`src/rtl/clk_div_prog.sv`:
```
// Runtime-programmable integer clock divider with 50% duty for odd and even ratios.
// Ratio changes land on period boundaries; one negedge flop supplies the half-cycle for odd ratios.
module clk_div_prog #(
  parameter int CNT_W   = 8,
  parameter int DEF_DIV = 7
) (
  input  logic             clk,
  input  logic             rst,
  input  logic             en,
  input  logic [CNT_W-1:0] div_val,
  input  logic             div_load,
  output logic             div_busy,
  output logic             div_err,
  output logic [CNT_W-1:0] div_cur,
  output logic             clk_out,
  output logic             tick
);

  localparam logic [CNT_W-1:0] DEF     = CNT_W'(DEF_DIV);
  localparam logic [CNT_W-1:0] ONE     = CNT_W'(1);
  localparam logic [CNT_W-1:0] MIN_DIV = CNT_W'(2);

  logic [CNT_W-1:0] cnt;
  logic [CNT_W-1:0] pending;
  logic [CNT_W-1:0] last;
  logic [CNT_W-1:0] cur_nxt;
  logic [CNT_W-1:0] cnt_nxt;
  logic             div_p;
  logic             div_n;
  logic             at_end;
  logic             apply;
  logic             load_ok;

  function automatic logic [CNT_W-1:0] half(input logic [CNT_W-1:0] n);
    return n >> 1;
  endfunction

  always_comb begin
    last    = div_cur - ONE;
    at_end  = (cnt == last);
    apply   = div_busy && (!en || at_end);
    cur_nxt = apply ? pending : div_cur;
    cnt_nxt = at_end ? '0 : cnt + ONE;
    load_ok = div_load && (div_val >= MIN_DIV);
  end

  // Posedge stage: period counter, high-phase flag, tick and ratio handshake.
  // An apply with en=1 always coincides with at_end, so cnt_nxt is already 0.
  always_ff @(posedge clk) begin
    if (rst) begin
      div_cur  <= DEF;
      cnt      <= DEF - ONE;
      pending  <= '0;
      div_p    <= 1'b0;
      tick     <= 1'b0;
      div_busy <= 1'b0;
      div_err  <= 1'b0;
    end else begin
      div_err <= div_load && (div_val < MIN_DIV);
      div_cur <= cur_nxt;
      if (en) begin
        cnt   <= cnt_nxt;
        div_p <= (cnt_nxt < half(cur_nxt));
        tick  <= (cnt_nxt == '0);
      end else begin
        cnt   <= cur_nxt - ONE;
        div_p <= 1'b0;
        tick  <= 1'b0;
      end
      if (load_ok) begin
        pending  <= div_val;
        div_busy <= 1'b1;
      end else if (apply) begin
        div_busy <= 1'b0;
      end
    end
  end

  // Negedge stage: half-period delayed copy of div_p for odd-ratio stretching.
  always_ff @(negedge clk) begin
    if (rst) div_n <= 1'b0;
    else     div_n <= div_p;
  end

  // Gating by the current parity means a stale div_n after an odd-to-even switch is ignored.
  assign clk_out = div_cur[0] ? (div_p | div_n) : div_p;

endmodule

```
`config.mk`:
```
export PLATFORM = sky130hd
export DESIGN_NAME = clk_div_prog
export DESIGN_NICKNAME = d
export VERILOG_FILES = /design/src/rtl/clk_div_prog.sv
export SDC_FILE = /design/constraint.sdc
export NUM_CORES = 1
export LEC_CHECK = 0
export CELL_PAD_IN_SITES_DETAIL_PLACEMENT = 0
export CELL_PAD_IN_SITES_GLOBAL_PLACEMENT = 1
export CORE_MARGIN = 3
export CORE_UTILIZATION = 40
export CTS_CLUSTER_SIZE = 24
export DETAILED_ROUTE_END_ITERATION = 10
export GPL_ROUTABILITY_DRIVEN = 0
export PLACE_DENSITY_LB_ADDON = 0.1
export SLEW_MARGIN = 20
export SYNTH_ARGS = -nofsm -noshare
export SYNTH_HDL_FRONTEND = slang
export SYNTH_SLANG_ARGS = --single-unit
```
`constraint.sdc`:
```
create_clock -name clk -period 8.5 [get_ports clk]
set_clock_uncertainty 0.05 [all_clocks]
set_input_delay 1.275 -clock clk [delete_from_list [all_inputs] [get_ports clk]]
set_output_delay 1.275 -clock clk [all_outputs]
set_load 0.02 [all_outputs]
```
==> impl_metrics.tcl <==
set metrics [dict create \
    status "complete, no violations" \
    numCtsBuffers 5 \
    wl_mm 4.98 \
    wl_per_cell_um 15.4 \
    synth_top_family_by_area "simple AND/OR/NAND/NOR gates" \
    drt-vias-per-instance 5.44 \
    synth_xor_area_share_pct 10.5 \
    synth_area_um2 1970 \
    dieArea_um2 5810 \
    post_cts_buffers 0 \
    synth_edf_count 0 \
    p_leak_nw 0.879 \
    vias 1764 \
    cts_max_level 2 \
    drc 0 \
    chipWidth_um 76.2 \
    critPathMaxFanout 1 \
    first_iter_violations 105 \
    worstMarginPinSlew_ns 0.546 \
    grt_max_degree 23 \
    hold-path-endpoint "pending[6]" \
    drive_gt1_share_pct 7.34 \
    r2r_setup_slack_ns 3.71 \
    synth_top_area_cell "dfxtp_1" \
    grt_pass1_wl_mm 8.32 \
    ant_nets 0 \
    critPathLaunchType "register" \
    reg2reg_to "div_n" \
    synth_ff_type "dfxtp_1" \
    power_density_nw_per_um2 211 \
    synth-simple-area-share_pct 24.6 \
    port_buffers 23 \
    syn_inst 237 \
    synth_area_per_cell_um2 8.32 \
    root_buffer "clkbuf_8" \
    synthMuxAreaShare_pct 2.79 \
    pre_cts_ws_ns 1.93 \
    finalNetCount 279 \
    fp.coreArea_um2 4560 \
    clkLatencyLatePin_ns 0.29 \
    crit_start "div_n" \
    overflow 0 \
    postCtsHoldBufs 0 \
    worst_setup_path_end_kind "primary output" \
    synth_compound_area_share_pct 22.0 \
    hold_path_class "reg2reg" \
    ys_warn_count 0 \
    yosys-top-cells-count "dfxtp_1, nand2_1, a21oi_1, nor2_1" \
    rsz0062_at_grt "false" \
    synth.distinct_cells 53 \
    clk_pin_slew_ns 0.06 \
    synth_seq_area_share_pct 29.4 \
    yosys.area.top_type_share_pct 29.4 \
    reg2reg_depth 1 \
    initial_core_util_pct 43.2 \
    finalWorstSetupSlack_ns 1.60 \
    peakVddDrop_v 0.000110 \
    first_pass_iters 4 \
    die_height_um 76.2 \
    min_from "pending[6]" \
    synth-seq-cells 29 \
    finalSetupTns_ns 0 \
    grtUsageTotal_pct 18.0 \
    cts_tree "yes" \
    grt_pass1_vias 1630 \
    synth_area_leaders "dfxtp_1, ha_1, nand2_1" \
    crit_arrival_ns 5.58 \
    finalHoldViolations 0 \
    crit_required_ns 7.17 \
    criticalPathCategory "reg2out" \
    area_growth_pct 17.8 \
    synthArstFlopShare_pct 0 \
    num_io_pins 24 \
    fp-row-count 24 \
    n_antenna_cell 0 \
    whs_path_depth 2 \
    slew_headroom_pct 63.4 \
    cts.sinks 29 \
    drv_cap 0 \
    ctsResizeCount 0 \
    slew_violations 0 \
    finalSetupViolations 0 \
    synth_nets 258 \
    dp_hpwl_mm 3.74 \
    grt_antenna_before_repair 0 \
    reg2reg_from "div_p" \
    synth_fa_ha_area_share_pct 5.71 \
    clockBufferDepth 2 \
]
## cell type report
cell class                 count  area (um2)
tap                           65        81.3
clock buffer                   6        72.6
inverter                       8        30.0
multi-input combinational    187        1290
sequential                    29         581
clock inverter                 3        13.8
timing repair buffer          26         253
fill                         456        2240
## cell families (layout without fill, tap and decap cells)
group	after synthesis	count (layout)
AND/OR/NAND/NOR	93	93
AO/OA/AOI/OAI	58	58
flip-flops	29	29
XOR/XNOR	22	22
buffers and inverters	21	43
adder cells (fa/ha/maj)	9	9
multiplexers	5	5
## how the worst max path moves through the flow
stage	endpoint	slack (ns)	depth (start not counted)
4_1_cts	clk_out	1.58	2
6_report	clk_out	1.60	2
3_5_place_dp	clk_out	1.93	2
3_3_place_gp	clk_out	1.95	2
2_1_floorplan	clk_out	2.42	1
5_1_grt	clk_out	1.55	2
## registers in the layout (all words and copies together), names as in the netlist
name	cells
div_n	1
div_busy	1
div_err	1
div_p	1
pending	8
tick	1
div_cur	8
cnt	8
## routing by layer
metal | track usage [%] | vias to the layer above | wire length, um
li1 | - | 894 | -
met1 | 23.0 | 830 | 2360
met2 | 29.8 | 34 | 2360
met3 | 3.55 | 6 | 181
met4 | 6.52 | 0 | 73
met5 | 0 | - | 0
## through the flow
| step | power (W) | util, % | instances | area (um2) | hold slack, ns |
|---|---|---|---|---|---|
| 5_1_grt | 0.000527 | 50.9 | 324 | 2320 | 0.492 |
| 3_3_place_gp | 0.000382 | 49.1 | 316 | 2240 | 0.448 |
| 3_5_place_dp | 0.000382 | 49.1 | 316 | 2240 | 0.460 |
| 2_1_floorplan | 0.000327 | - | 237 | 1970 | 0.423 |
| 4_1_cts | 0.000494 | 50.9 | 324 | 2320 | 0.471 |
| 6_report | 0.000489 | 50.9 | 324 | 2320 | 0.466 |
## power breakdown
part,internal [W],total [W],switching (W)
registers,0.000151,0.000173,0.0000224
clock network,0.0000572,0.000112,0.0000544
logic,0.0000933,0.000205,0.000111
total,0.000301,0.000489,0.000188
## cells in the final DEF, fill, tap and decap left out, types with 4 or more instances in the layout
master           instances
a21oi_1                 15
nor2_1                  15
nor3_1                   8
and2_1                   7
dfxtp_1                 29
o211ai_1                12
ha_1                     9
clkbuf_8                 5
clkdlybuf4s50_1         23
nand3_1                 12
xnor2_1                  9
mux2i_1                  4
o21a_1                   6
xor2_1                  12
nand2_1                 29
inv_1                    8
## worst max-delay path: stages (launching register included)
cell and delay [ns]:
dfxtp_1 0.29, a21o_1 0.11, clkdlybuf4s50_1 0.60
Note: power is estimated with default switching activity, not from simulation.
